===== src/rtl/bpm_button_scheduler.sv =====
// Tempo-button front end: sync + debounce four buttons, fixed-priority grant, auto-repeat, clamped BPM register.
// Latency: press sampled at edge 0 updates o_bpm / pulses o_bpm_changed at edge DEBOUNCE_CYCLES+3.
// Backpressure: none; o_bpm_changed is a one-cycle strobe that downstream logic must take when it fires.
module bpm_button_scheduler #(
  parameter int DEBOUNCE_CYCLES = 500000,
  parameter int REPEAT_DELAY    = 25000000,
  parameter int REPEAT_PERIOD   = 5000000,
  parameter int BPM_MIN         = 30,
  parameter int BPM_MAX         = 300,
  parameter int BPM_INIT        = 120
) (
  input  logic       i_clk,
  input  logic       i_reset,
  input  logic       i_btn_plus_1,
  input  logic       i_btn_plus_5,
  input  logic       i_btn_minus_1,
  input  logic       i_btn_minus_5,
  output logic [8:0] o_bpm,
  output logic       o_bpm_changed,
  output logic [3:0] o_grant
);

  // Counters compare against "limit - 1" because the transition edge itself is the last counted cycle.
  localparam logic [31:0] DEB_LAST = 32'(DEBOUNCE_CYCLES - 1);
  localparam logic [31:0] RD_LAST  = 32'(REPEAT_DELAY - 1);
  localparam logic [31:0] RP_LAST  = 32'(REPEAT_PERIOD - 1);
  localparam logic [9:0]  MIN10    = 10'(BPM_MIN);
  localparam logic [9:0]  MAX10    = 10'(BPM_MAX);
  localparam logic [8:0]  INIT9    = 9'(BPM_INIT);

  typedef enum logic [2:0] {IDLE, DEBOUNCE, STEP, HOLD, RELEASE} state_t;

  state_t      state, state_next;
  logic [3:0]  raw, sync_a, sync_b;
  logic [3:0]  grant, grant_next, pick;
  logic [31:0] cnt, cnt_next;
  logic        first, first_next;
  logic        step_en;
  logic        granted_high;
  logic [31:0] hold_limit;
  logic [9:0]  bpm_wide, step_amt, bpm_new;

  // Bit order {minus_5, minus_1, plus_5, plus_1} matches o_grant.
  assign raw = {i_btn_minus_5, i_btn_minus_1, i_btn_plus_5, i_btn_plus_1};

  // Two-flop synchroniser per raw button.
  always_ff @(posedge i_clk or posedge i_reset) begin
    if (i_reset) begin
      sync_a <= '0;
      sync_b <= '0;
    end else begin
      sync_a <= raw;
      sync_b <= sync_a;
    end
  end

  assign granted_high = |(sync_b & grant);
  assign hold_limit   = first ? RD_LAST : RP_LAST;
  assign o_grant      = (state == IDLE) ? 4'b0000 : grant;

  // Fixed priority pick: minus_5 > minus_1 > plus_5 > plus_1.
  always_comb begin
    pick = 4'b0001;
    if (sync_b[3])      pick = 4'b1000;
    else if (sync_b[2]) pick = 4'b0100;
    else if (sync_b[1]) pick = 4'b0010;
  end

  // FSM state, grant, shared counter and first-repeat flag.
  always_ff @(posedge i_clk or posedge i_reset) begin
    if (i_reset) begin
      state <= IDLE;
      grant <= '0;
      cnt   <= '0;
      first <= 1'b0;
    end else begin
      state <= state_next;
      grant <= grant_next;
      cnt   <= cnt_next;
      first <= first_next;
    end
  end

  // Next-state logic; the counter is cleared on every state change so each state counts from zero.
  always_comb begin
    state_next = state;
    grant_next = grant;
    cnt_next   = cnt;
    first_next = first;
    step_en    = 1'b0;
    case (state)
      IDLE: begin
        if (|sync_b) begin
          grant_next = pick;
          cnt_next   = '0;
          state_next = DEBOUNCE;
        end
      end
      DEBOUNCE: begin
        if (!granted_high) begin
          cnt_next   = '0;
          state_next = IDLE;
        end else if (cnt == DEB_LAST) begin
          cnt_next   = '0;
          first_next = 1'b1;
          state_next = STEP;
        end else begin
          cnt_next = cnt + 32'd1;
        end
      end
      STEP: begin
        step_en    = 1'b1;
        cnt_next   = '0;
        state_next = HOLD;
      end
      HOLD: begin
        // Release takes precedence over a repeat that would fire on the same cycle.
        if (!granted_high) begin
          cnt_next   = '0;
          state_next = RELEASE;
        end else if (cnt == hold_limit) begin
          cnt_next   = '0;
          first_next = 1'b0;
          state_next = STEP;
        end else begin
          cnt_next = cnt + 32'd1;
        end
      end
      RELEASE: begin
        // Any button, granted or not, must be quiet before a new press is arbitrated.
        if (|sync_b) begin
          cnt_next = '0;
        end else if (cnt == DEB_LAST) begin
          cnt_next   = '0;
          state_next = IDLE;
        end else begin
          cnt_next = cnt + 32'd1;
        end
      end
      default: begin
        cnt_next   = '0;
        state_next = IDLE;
      end
    endcase
  end

  // Clamped step in 10 bits; subtraction is guarded so it can never wrap below BPM_MIN.
  always_comb begin
    bpm_wide = {1'b0, o_bpm};
    step_amt = (grant[1] | grant[3]) ? 10'd5 : 10'd1;
    bpm_new  = bpm_wide;
    if (grant[0] | grant[1]) begin
      bpm_new = ((bpm_wide + step_amt) > MAX10) ? MAX10 : (bpm_wide + step_amt);
    end else if (grant[2] | grant[3]) begin
      bpm_new = (bpm_wide < (MIN10 + step_amt)) ? MIN10 : (bpm_wide - step_amt);
    end
  end

  // BPM register and change strobe; a clamped no-op step leaves both untouched.
  always_ff @(posedge i_clk or posedge i_reset) begin
    if (i_reset) begin
      o_bpm         <= INIT9;
      o_bpm_changed <= 1'b0;
    end else if (step_en && (bpm_new != bpm_wide)) begin
      o_bpm         <= bpm_new[8:0];
      o_bpm_changed <= 1'b1;
    end else begin
      o_bpm_changed <= 1'b0;
    end
  end

endmodule


===== config.mk =====
export PLATFORM = sky130hd
export DESIGN_NAME = bpm_button_scheduler
export DESIGN_NICKNAME = d
export VERILOG_FILES = /design/src/rtl/bpm_button_scheduler.sv
export SDC_FILE = /design/constraint.sdc
export NUM_CORES = 1
export LEC_CHECK = 0
export BUFFER_PORTS_ARGS = -buffer_cell sky130_fd_sc_hd__buf_2
export CORE_MARGIN = 10
export CORE_UTILIZATION = 58
export CTS_BUF_LIST = sky130_fd_sc_hd__clkbuf_8
export DETAILED_ROUTE_END_ITERATION = 12
export GPL_TIMING_DRIVEN = 0
export PLACE_DENSITY = 0.79
export SYNTH_ARGS = -nofsm -noshare
export SYNTH_HDL_FRONTEND = slang
export SYNTH_SLANG_ARGS = --single-unit

===== constraint.sdc =====
create_clock -name i_clk -period 3.1 [get_ports i_clk]
set_input_delay 0.31 -clock i_clk [delete_from_list [all_inputs] [get_ports i_clk]]
set_output_delay 0.31 -clock i_clk [all_outputs]
set_load 0.01 [all_outputs]

After elaboration in Yosys (flattened, before gate mapping):

Index checks and enable logic that the tools add are counted.

* word-level logic and storage cells: 74
* output and inout bits: 14
* register bits: 58
* bits of input ports: 6

* $lt $le $gt $ge: 2
* equal/unequal tests: 16
* add/sub/neg operators: 4
* mux-type cells: 32
* reduce and logical (&&, ||, !) cells: 8
* bitwise operators: 4

Operators with widths (number)
* 32-bit 2-to-1 mux: 6
* 32-bit one-hot mux with 4 select lines: 1
* 10-bit 2-to-1 mux: 4
* 32-bit by 1-bit adder with 32-bit output (second input constant): 1
* 32-bit by 19-bit == test with 1-bit output (second input constant): 1
* 32-bit by 25-bit == test with 1-bit output: 1
* 3-bit 2-to-1 mux: 9
* 25-bit 2-to-1 mux: 1
* 3-bit one-hot mux with 5 select lines: 1
* 2-bit inequality test (second input constant): 6
* 9-bit by 3-bit adder with 10-bit output: 1
* 10-bit by 9-bit > comparator with 1-bit output (second input constant): 1
* 10-bit by 9-bit inequality test with 1-bit output: 1
* 5-bit AND reduction: 2
* 9-bit by 3-bit subtractor with 10-bit output: 1
* 9-bit by 6-bit < comparator with 1-bit output: 1
* 4-bit 2-to-1 mux: 2
* 4-bit OR reduction: 2
* 5-bit by 3-bit adder with 6-bit output (first input constant): 1
* 3-bit by 2-bit == test with 1-bit output (second input constant): 2
* 1-bit 2-to-1 mux: 6
* 3-bit inequality test (second input constant): 2
* 4-bit bitwise AND: 1
* 3-bit by 1-bit == test with 1-bit output (second input constant): 1
* other kinds (9): 11

Longest topological paths before layout:

Gate-level depths: netlist (run 1).

* depth after elaboration: 10
* mapped depth: 13
* depth with buffers taken out: 13

Least setup slack after synthesis (run 1):

No wires, ideal clock.

* path kind: reg-to-reg
* from: register grant[3]
* to: register o_bpm[6]
* library setup time: 74 ps
* path slack: -10 ps
* path buffers: 0
* data required time: 3026 ps
* cell stages (with the launch flop): 13
* data arrival time: 3036 ps
* clock period less this slack: 3110 ps
* cell sequence: dfrtp_1 -> or2_2 -> ha_1 -> a31o_4 -> a2111oi_4 -> a21oi_2 -> a221o_2 -> a211oi_2 -> or3_1 -> nand4_2 -> nand2_2 -> inv_2 -> a31oi_4

* longest elaborated chain between the ends: 9
* elaborated cells between the ends (all ways): 14
* classes of those cells: add/sub (3); order compare (2); eq/ne (1); mux (5); bitwise (2); reduce/logical (1)

Ends and longest elaborated chain
* from (decl): line 35 `logic [3:0] grant, grant_next, pick;`
* from (signal assigned): line 78 `grant <= grant_next;`
* 1-bit OR: line 150 `step_amt = (grant[1] | grant[3]) ? 10'd5 : 10'd1;`
* 3-bit 2-to-1 mux: line 150
* 5-bit by 3-bit adder with 6-bit output: line 155 `bpm_new = (bpm_wide < (MIN10 + step_amt)) ? MIN10 : (bpm_wide - step_amt);`
* 9-bit by 6-bit < comparator with 1-bit output: line 155
* 10-bit 2-to-1 mux: line 155
* 10-bit 2-to-1 mux: line 154 `end else if (grant[2] | grant[3]) begin`
* 10-bit 2-to-1 mux *: line 152 `if (grant[0] | grant[1]) begin`
* 10-bit by 9-bit inequality test with 1-bit output: line 164 `end else if (step_en && (bpm_new != bpm_wide)) begin`
* 1-bit logical AND: line 164
* to (signal assigned): line 165 `o_bpm <= bpm_new[8:0];`
* to (decl): line 18 `output logic [8:0] o_bpm,`

Mark *: on every way between the ends. The rest lies on a longest branch, timed or not.
A chain may end at the register's enable or synchronous reset.

Worst setup path after layout (run 1):

* from: register grant[1]
* to: register o_bpm[1]

The elaborated chain is that of the path after synthesis.

==> qor.txt, run 1 <==
Final Wtd Congestion = 1.01
Starting density of the core = 0.602
# H-tree levels = 3
Rows = 29
Yosys top cell area share = 0.351
Clock Tree Root = clkbuf_8
Failing checks = setup timing
Post-DR wirelength/cell = 18.0 µm
Largest net degree at the start of global routing = 39
Post-synthesis compound-gate area fraction = 0.234
Final Hold Fails = 0
Most frequent cells in the layout = dfrtp_1 (52), nand2_1 (48), nor2_1 (42), o21ai_0 (39), nand3_1 (22)
Final Critical Period = 3.16 ns
Synthesized flop and latch total = 58
Count of cell types in the netlist = 79
DR pass1 iterations = 6
Critical Path RT = 3.34 ns
Worst skew pair latency = 0.34 ns
Worst R2R Start = grant[1]
Hpwl dp = 7120 µm
Vias in the first global route = 3,521
NumNets Final = 504
Ant diodes = 0
Mux contribution to synthesized area = 0.00260
CP Capture Type = flip-flop
Die H = 101 µm
Die area = 0.0103 mm²
Max-slew violations = 0
Synth top area cells = dfrtp_1 (35%), o21ai_0 (5.3%), nand2_1 (4.7%)
Fin worst setup slack = -0.0612 ns
First-pass GRT wire length = 16,800 µm
CTS Sinks = 58
Post-synth top area cell = dfrtp_1
Initial antenna violation count = 0
Area of placed instances = 0.00406 mm²
Post-route ant nets = 0
RSZ-0062 raised after global routing = true
Mapped Cells = 443
Syn Nets = 459
Syn Area/Cell = 8.68 µm²
Crit path kind = flip-flop to flip-flop
Core footprint = 0.00639 mm²
CTS max path bufs = 2
Max-cap violations = 0
Via/cell ratio = 6.55
WP data arrival = 3.41 ns
Post-route cell area = 0.00454 mm²
WHS Endpoint = sync_a[2]
Simple-gate share of the synthesized area = 0.268
CTS tree = yes
Max IR drop VDD = 655 µV
CP startpoint kind = flip-flop
Starting DRT DRC Count = 264
Final WL = 10,300 µm
Main combinational cell family by area after synthesis = simple AND/OR/NAND/NOR gates
Fraction of registers with async set/reset = 1.00
Pin slew with the least headroom to its limit = 0.708 ns
Pwr dens = 624 mW/mm²
Max incr delay on CP = 0.51 ns
Setup violators final = 4
Chip Width = 101 µm
Worst Skew = 0.00751 ns
Mapped Area = 0.00385 mm²
Total GRT Usage = 0.199
Setup Total Neg Slack = -0.139 ns
Critical path cell sequence = or2_4 > ha_4 > a31oi_2 > or4_1 > o211ai_1 > a221o_2 > a211oi_4 > or3_4 > nand4_4 > nand2_4 > a22oi_1
Reg2reg end = o_bpm[1]
Layout cells sized above 1 = 0.217
Area Overhead vs Synth = 18.0%
CP max stage cell = or4_1
CTS clock-pin slew for the worst setup and hold paths = 0.07 ns
CP Max Fanout = 6
DR vias = 3,731
EDFF count, synth = 0
TritonCTS Buffers = 9
Fin crit share = 1.02
Ys flop type = dfrtp_1
Sequential share of the synthesized area = 0.379
Min-Delay Path Class = input pin to flip-flop
Pleak = 1.84 nW
Port buffer count = 19
# IOs = 20
Post-Synth Adder-Cell Area = 0.0325
Reg-to-reg slack, setup = -0.06 ns
Max_slew headroom = 0.528
Commonest non-fill, non-tap cell in the layout = dfrtp_1
Yosys warning total = 0
Drt drc = 0
GRT overflow = 0
Pre-CTS WS = -0.571 ns
Hold_sp = i_btn_minus_1
Synth Area in XOR/XNOR = 0.0387
Cell count of the worst hold path = 1
Fmax = 316 MHz
Status = complete, but fails checks
Reg2reg path depth = 11
Tot Pwr = 2.83 mW
[cells in the mapped netlist (all sizes together) (3+ instances only)]
cell type / n
a211oi: 5
a21oi: 21
a221oi: 3
a22oi: 4
a31oi: 4
and2: 3
and3: 11
buf: 5
clkbuf: 14
dfrtp: 54
dfstp: 4
ha: 10
inv: 14
nand2: 49
nand2b: 9
nand3: 22
nand4: 8
nand4b: 6
nor2: 43
nor2b: 7
nor3: 5
nor4: 11
nor4b: 3
o2111ai: 3
o211ai: 6
o21ai: 45
o22ai: 3
o31ai: 8
or2: 6
or3: 4
xnor2: 8
xor2: 9
[metal layers]
metal	vias to the layer above	global-route usage	part of all wire
met5	-	0	0
li1	1725	-	-
met4	0	0.0815	0.022
met1	1792	0.268	0.43
met2	183	0.301	0.46
met3	31	0.0477	0.082
[through the flow]
step / instances / hold slack, ns / utilization
6_report: 570 / 0.0750 / 0.711
5_1_grt: 570 / 0.0599 / 0.711
4_1_cts: 567 / 0.0640 / 0.700
3_5_place_dp: 540 / 0.340 / 0.636
3_3_place_gp: 539 / 0.336 / 0.633
2_1_floorplan: 443 / 0.331 / -
[power breakdown]
group | internal [mW] | switching [mW]
combinational | 0.473 | 0.790
sequential | 0.804 | 0.0515
clock | 0.394 | 0.319
[how the worst max path moves through the flow]
stage / end / cells after the start / startpoint / slack, ns
3_3_place_gp: o_bpm[4] / 11 / grant[3] / -0.48
4_1_cts: o_bpm[6] / 12 / grant[1] / -0.02
3_5_place_dp: o_bpm[4] / 11 / grant[3] / -0.57
6_report: o_bpm[1] / 11 / grant[1] / -0.06
5_1_grt: o_bpm[8] / 13 / grant[1] / -0.15
2_1_floorplan: o_bpm[6] / 12 / grant[3] / 0.05
[sequential cells by signal, indices dropped and copies added (netlist names)]
name and cells:
first 1, sync_a 4, grant 4, sync_b 4
o_bpm 9, cnt 32, o_bpm_changed 1, state 3
[cell type report]
class	count	area [µm²]
plain buffers	19	124
clock buffers	10	138
clock inverters	6	65.1
fillers	491	1850
inverters	14	55.1
multi-input cells	352	2380
flip-flops and latches	58	1460
well taps	77	96.3
repair buffers	34	223
[kinds of logic (layout without fill, tap and decap cells)]
group,Yosys count,in the layout
adders and majority gates,10,10
buffers and inverters,33,83
muxes,1,1
AOI/OAI and AO/OA,128,128
xor gates and xnor gates,17,17
DFF,58,58
and+or+nand+nor,196,196
[worst max-delay path: cells and delay by family (launching register included)]
family          cells  cell delay [ns]
flops               1             0.41
simple gates        5             1.45
compound gates      5             0.86
fa+ha+maj           1             0.33
[timing repair]
action,CTS,global route
setup endpoints to repair,8,33
hold buffers,1,0
resized for setup,24,11
buffers inserted,10,3
hold endpoints to repair,18,0
pin swaps,16,3
No activity file was read; power rests on OpenSTA's default activity.
==> run 2, diff against run 1 <==
Settings changed: ABC_AREA set to 1, CORE_UTILIZATION 58 to 56, CTS_BUF_LIST sky130_fd_sc_hd__clkbuf_8 to unset, PLACE_DENSITY 0.79 to 0.77, SLEW_MARGIN set to 20.
==> run 2 against run 1 <==
Against the previous run:
- the run now ends clean
- via count increased by 0.75%
- critical endpoint is now o_bpm[6]
- register-to-register slack improved by 0.33 ns
- clock power increased by 23%
- first-iteration DRC count decreased by 9.8%
- maximum frequency increased by 12%
==> qor.txt, run 2 <==
Syn Nets = 575 (+25%)
WP data arrival = 3.10 ns (-0.31 ns)
Post-Synth Adder-Cell Area = 0.0316 (-0.000905)
NumNets Final = 605 (+20%)
CP Max Fanout = 10 (+4)
Area Overhead vs Synth = 12.3%
Port buffer count = 19 (unchanged)
Hold_buf cts = 0 (-1)
Final WL = 9110 µm (-11%)
CP startpoint kind = flip-flop
CP max stage cell = dfrtp_2
Hold slack = 0.0733 ns (-0.00170 ns)
Setup Total Neg Slack = 0 ns (+0.139 ns)
Final core utilization = 0.650 (-0.0604)
Critical Path RT = 3.37 ns (+0.03 ns)
Reg-to-reg slack, setup = 0.27 ns (+0.33 ns)
TritonCTS Buffers = 9 (unchanged)
Count of cell types in the netlist = 39 (-51%)
Via/cell ratio = 5.45 (-17%)
Post-synthesis compound-gate area fraction = 0.0689 (-0.165)
Core footprint = 0.00683 mm² (+7.0%)
CP Capture Type = flip-flop
Most frequent cells after synthesis = nand2_1 (146), nor2_1 (70), inv_1 (65), dfrtp_1 (54), nand3_1 (49)
Chip Width = 104 µm (+2.6%)
Status = completed
Area of the multi-input gates = 0.00219 mm² (-8.0%)
Min-Delay Path Class = input pin to async pin
Most frequent cells in the layout = nand2_1 (146), nor2_1 (69), inv_1 (64), dfrtp_1 (53), nand3_1 (49)
Tot Pwr = 4.00 mW (+41%)
Main combinational cell family by area after synthesis = simple AND/OR/NAND/NOR gates
CTS max path bufs = 2 (unchanged)
# IOs = 20 (unchanged)
Ys flop type = dfrtp_1
CTS clock-pin slew for the worst setup and hold paths = 0.07 ns (about the same)
DR vias = 3,759 (+0.75%)
Ant diodes = 0 (unchanged)
Max_slew headroom = 0.533 (+0.00489)
Setup Fix Bufs, Post-CTS = 0 (-10)
Syn Area/Cell = 7.08 µm² (-18%)
Total GRT Usage = 0.174 (-0.0258)
Pin slew with the least headroom to its limit = 0.700 ns (-0.00733 ns)
Fmax = 354 MHz (+12%)
Synthesized flop and latch total = 58 (unchanged)
Final Critical Period = 2.83 ns (-0.334 ns)
Max-slew violations = 0 (unchanged)
Worst skew pair latency = 0.34 ns (about the same)
GRT overflow = 0 (unchanged)
Vias in the first global route = 3,596 (+2.1%)
Sequential share of the synthesized area = 0.368 (-0.0105)
Die area = 0.0108 mm² (+5.2%)
Critical path cell sequence = nor2_4 > inv_1 > ha_1 > nand2_1 > nand2_1 > nand2_2 > nor2_2 > xor2_1 > nand2_1 > nand2_4 > nand2_1 > nand2_1 > nand2_1 > nand2_1 > nand3_2 > nor2_4 > nand2_4 > nand2_8 > nand2_1 > nand2_1
Cell family with most CP delay = simple AND/OR/NAND/NOR gates
Mux contribution to synthesized area = 0 (-0.00260)
DR pass1 iterations = 5 (-1)
Worst Skew = 0.00926 ns (+0.00175 ns)
Fin crit share = 0.912 (-0.108)
CTS Sinks = 58 (unchanged)
Yosys top cell area share = 0.342 (-0.00978)
Pwr dens = 901 mW/mm² (+44%)
Post-DR wirelength/cell = 13.2 µm (-27%)
Starting DRT DRC Count = 238 (-9.8%)
EDFF count, synth = 0 (unchanged)
Largest net degree at the start of global routing = 59 (+51%)
Hpwl dp = 6600 µm (-7.3%)
First-pass GRT wire length = 16,300 µm (-3.5%)
Rows = 30 (+3.4%)
Critical Path Most Common Cell = nand2_1
RSZ-0062 raised after global routing = false
Most common cell in the netlist = nand2_1
Max incr delay on CP = 0.44 ns (-0.07 ns)
Final Wtd Congestion = 0.921 (-8.8%)
Buffers & Inverters on Critical Path = 1 (+1)
Max-cap violations = 0 (unchanged)
Final Hold Fails = 0 (unchanged)
Largest registers = cnt: 32 flops, o_bpm: 9 flops
Initial antenna violation count = 0 (unchanged)
Fill count = 627 (+28%)
Clock Tree Root = clkbuf_8
Commonest non-fill, non-tap cell in the layout = nand2_1
CTS tree = yes
Sequential cell area = 0.00146 mm² (about the same)
Simple-gate share of the synthesized area = 0.378 (+0.110)
Fraction of registers with async set/reset = 1.00 (unchanged)
Pleak = 2.11 nW (+15%)
Setup violators final = 0 (-4)
Starting density of the core = 0.579 (-0.0232)
Post-synth top area cell = dfrtp_1
Drt drc = 0 (unchanged)
Synth Area in XOR/XNOR = 0.0708 (+0.0321)
Max reg flops = 32 (unchanged)
# H-tree levels = 3 (unchanged)
Post-route ant nets = 0 (unchanged)
Synth top area cells = dfrtp_1 (34%), nand2_1 (14%), nor2_1 (6.6%)
Area of placed instances = 0.00417 mm² (+2.8%)
Largest reg by FF count = cnt
Crit path kind = flip-flop to flip-flop
Mapped Area = 0.00396 mm² (+2.9%)
Mapped Cells = 559 (+26%)
Max IR drop VDD = 430 µV (-34%)
Post-route cell area = 0.00444 mm² (-2.1%)
Die H = 104 µm (+2.6%)
Yosys warning total = 0 (unchanged)
Layout cells sized above 1 = 0.128 (-0.0891)
==> run 2: metal layers <==
metal | vias up | part of all wire | wire length (µm) | global-route usage
met4 | 0 | 0.0091 | 83 | 0.0616
met1 | 1781 | 0.45 | 4140 | 0.218
li1 | 1866 | - | - | -
met3 | 9 | 0.052 | 471 | 0.0353
met5 | - | 0 | 0 | 0
met2 | 103 | 0.49 | 4420 | 0.288
==> run 2: logic make-up (layout without fill, tap and decap cells) <==
group | count (synthesis) | after routing
compound gates | 46 | 46
xor+xnor | 32 | 32
fa+ha+maj | 10 | 10
buf+inv | 83 | 118
flops | 58 | 58
simple gates | 330 | 330
==> run 2: stage by stage <==
step                      setup slack, ns  cells
after global placement              0.172    674
after global routing              0.00929    690
after detailed placement           0.0946    674
after CTS                          0.0572    690
after floorplan                     0.643    559
final                               0.273    690
==> run 2: layout make-up <==
class	count	area share
tap	96	0.0270
clock inverter	5	0.0225
inverter	69	0.0589
multi-input combinational	418	0.493
sequential	58	0.328
timing repair buffer	19	0.0214
clock buffer	11	0.0341
buffer	14	0.0152
==> run 2: final timing paths <==
check,start,depth (start not counted),end
max,grant[3],20,o_bpm[6]
min in group i_clk,i_btn_plus_1,1,sync_a[0]
max reg2reg,grant[3],20,o_bpm[6]
min,i_reset,2,o_bpm[0]
min reg2reg,sync_a[1],0,sync_b[1]
max in group asynchronous,i_reset,2,grant[3]
==> run 2: power breakdown <==
part           total [mW]  internal [mW]  leakage, nW  switching [mW]
logic                2.09          0.718         1.22            1.37
clock network       0.879          0.575        0.129           0.304
registers            1.03          0.886        0.761           0.149
total                4.00           2.18         2.11            1.83
==> run 2: repair_timing <==
| item | in CTS | in global routing |
|---|---|---|
| endpoints found under the setup margin | 0 | 10 |
| resized for setup | 0 | 4 |
| hold endpoints to repair | 0 | 0 |
==> run 3, diff against run 2 <==
Settings changed: ABC_AREA 1 to 0.
==> run 3 against run 2 <==
Against the previous run:
- setup slack got worse by 0.35 ns
- sequential cell count unchanged
- combinational power decreased by 42%
- clock-buffer cell count increased by 1
- critical path depth decreased by 8
- highest routed layer unchanged
- clock power decreased by 7.5%
- clock skew about the same
- largest cell class unchanged
- critical path type unchanged
- the run now ends with setup timing left
==> qor.txt, run 3 (same netlist as run 1, synthesis figures left out) <==
Status = complete, but fails checks
Failing checks = setup timing
Switching power = 1.13 mW (-38%)
Worst Skew = 0.00891 ns (-0.000354 ns)
Placed cell count = 542 (-20%)
Final WL = 10,400 µm (+14%)
Most frequent cells in the layout = dfrtp_1 (52), nand2_1 (48), nor2_1 (42), o21ai_0 (39), nand3_1 (22)
Max-cap violations = 0 (unchanged)
M1 GR Usage = 0.267 (+0.0494)
Largest net degree at the start of global routing = 59 (unchanged)
Crit path from = grant[3]
Pin slew with the least headroom to its limit = 0.740 ns (+0.0395 ns)
Port buffer count = 19 (unchanged)
TritonCTS Buffers = 9 (unchanged)
Starting density of the core = 0.572 (-0.00668)
Max IR drop VDD = 357 µV (-17%)
Starting DRT DRC Count = 304 (+28%)
CP Max Fanout = 6 (-4)
First-pass GRT wire length = 17,400 µm (+6.7%)
Worst skew pair latency = 0.35 ns (about the same)
Hold_buf cts = 0 (unchanged)
Die H = 103 µm (-1.1%)
Die area = 0.0106 mm² (-2.2%)
DR vias = 3,752 (-0.19%)
Critical Path RT = 3.38 ns (about the same)
Layout Cells excl Fill = 569 (-18%)
Fin crit share = 1.03 (+0.113)
Worst R2R Start = grant[3]
GRT met2 Usage = 0.320 (+0.0326)
WP data arrival = 3.46 ns (+0.36 ns)
Commonest non-fill, non-tap cell in the layout = dfrtp_1
Internal = 1.74 mW (-20%)
Final Critical Period = 3.18 ns (+0.352 ns)
Cell family with most CP delay = simple AND/OR/NAND/NOR gates
Max_slew headroom = 0.500 (-0.0333)
Fin worst setup slack = -0.0783 ns (-0.352 ns)
Area Overhead vs Synth = 16.6%
Rows = 30 (unchanged)
CTS tree = yes
CP Capture Type = flip-flop
Max incr delay on CP = 0.52 ns (+0.08 ns)
CP max stage cell = or4_1
# H-tree levels = 3 (unchanged)
Clock Tree Root = clkbuf_8
Clock power frac = 0.283 (+0.064)
Hpwl dp = 7130 µm (+8.1%)
Switch share = 0.395 (-0.0612)
CTS max path bufs = 2 (unchanged)
Largest registers = cnt: 32 flops, o_bpm: 9 flops
Ant diodes = 0 (unchanged)
Hold_sp = i_btn_plus_5
Logic pwr share = 0.420 (-0.102)
Largest reg by FF count = cnt
Critical path cell sequence = or2_4 > ha_4 > a31oi_2 > or4_1 > o211ai_1 > a221o_2 > a211oi_4 > or3_4 > nand4_4 > buf_4 > nand3_1 > a2bb2oi_2
Total GRT Usage = 0.206 (+0.0321)
Max-slew violations = 0 (unchanged)
Final Wtd Congestion = 0.964 (+4.7%)
# IOs = 20 (unchanged)
RSZ-0062 raised after global routing = true
Vias in the first global route = 3,551 (-1.3%)
Via/cell ratio = 6.59 (+21%)
CTS clock-pin slew for the worst setup and hold paths = 0.07 ns (about the same)
Pleak = 1.81 nW (-14%)
CP startpoint kind = flip-flop
Final core utilization = 0.668 (+0.0172)
Chip Width = 103 µm (-1.1%)
Post-DR wirelength/cell = 18.3 µm (+39%)
Min-Delay Path Class = input pin to flip-flop
GRT overflow = 0 (unchanged)
NumNets Final = 500 (-17%)
Met3 GRT Util = 0.0529 (+0.0176)
Post-route ant nets = 0 (unchanged)
Global routing's busiest layer = met2
CTS Sinks = 58 (unchanged)
Drt drc = 0 (unchanged)
Crit path kind = flip-flop to flip-flop
Layout cells sized above 1 = 0.202 (+0.0745)
Core footprint = 0.00672 mm² (-1.6%)
Fmax = 315 MHz (-11%)
Initial antenna violation count = 0 (unchanged)
Final Hold Fails = 0 (unchanged)
Seq pwr share = 0.297 (+0.039)
Hold slack = 0.0719 ns (-0.00140 ns)
Setup violators final = 4 (+4)
Pwr dens = 641 mW/mm² (-29%)
Buffers & Inverters on Critical Path = 1 (unchanged)
Max reg flops = 32 (unchanged)
DR pass1 iterations = 5 (unchanged)
## run 3: changes by cell type in the layout (fill, tap and decap cells not counted), sizes merged, moves of 11 or more
cell / delta
and3: +11
inv: -54
a21oi: +11
o21ai: +27
nand2: -105
nor3: -12
xor2: -20
nor2: -33
nand3: -32
## run 3: through the flow
step | setup TNS (ns) | cell area, µm² | power, mW | setup slack, ns
4_1_cts | -0.00944 | 4450 | 2.82 | -0.00629
3_3_place_gp | -3.26 | 4040 | 1.89 | -0.631
3_5_place_dp | -3.07 | 4050 | 1.90 | -0.574
2_1_floorplan | 0 | 3850 | 1.63 | 0.0537
5_1_grt | -1.24 | 4490 | 3.06 | -0.153
6_report | -0.205 | 4490 | 2.87 | -0.0783
## run 3: worst paths after layout
kind | endpoint | slack (ns) | cells past startpoint
setup / recovery | o_bpm[4] | -0.08 | 12
hold / removal | sync_a[1] | 0.07 | 1
setup reg to reg | o_bpm[4] | -0.08 | 12
hold reg to reg | sync_b[0] | 0.34 | 0
max in group asynchronous | grant[3] | 2.50 | 2
min in group asynchronous | grant[2] | 0.10 | 2
## run 3: layout make-up
cell class | count | area [µm²]
Fill cell | 528 | 2230
Clock buffer | 12 | 155
Timing Repair Buffer | 30 | 178
Sequential cell | 58 | 1460
Clock inverter | 4 | 73.8
Inverter | 14 | 57.6
Tap cell | 80 | 100
Buffer | 19 | 123
Multi-Input combinational cell | 352 | 2340
## run 3: power groups by stage
| stage | sequential [mW] | combinational [mW] | clock [mW] |
|---|---|---|---|
| final | 0.853 | 1.21 | 0.813 |
| after global routing | 0.860 | 1.33 | 0.871 |
| after CTS | 0.852 | 1.14 | 0.826 |
| after detailed placement | 0.876 | 1.02 | 0 |
| after global placement | 0.872 | 1.02 | 0 |
| after floorplan | 0.859 | 0.773 | 0 |
## run 3: what timing repair did
action                     in CTS  in global routing
cloned                          0                  0
buffers inserted                8                  3
setup endpoints to repair       8                 24
pin swaps                      12                  0
gates resized for setup        24                  2
## run 3: metal layers
layer | share of wire | vias to the layer above | wire (µm)
met3 | 0.077 | 36 | 803
met4 | 0.026 | 0 | 269
met5 | 0 | - | 0
met1 | 0.43 | 1798 | 4510
met2 | 0.46 | 200 | 4840
li1 | - | 1718 | -
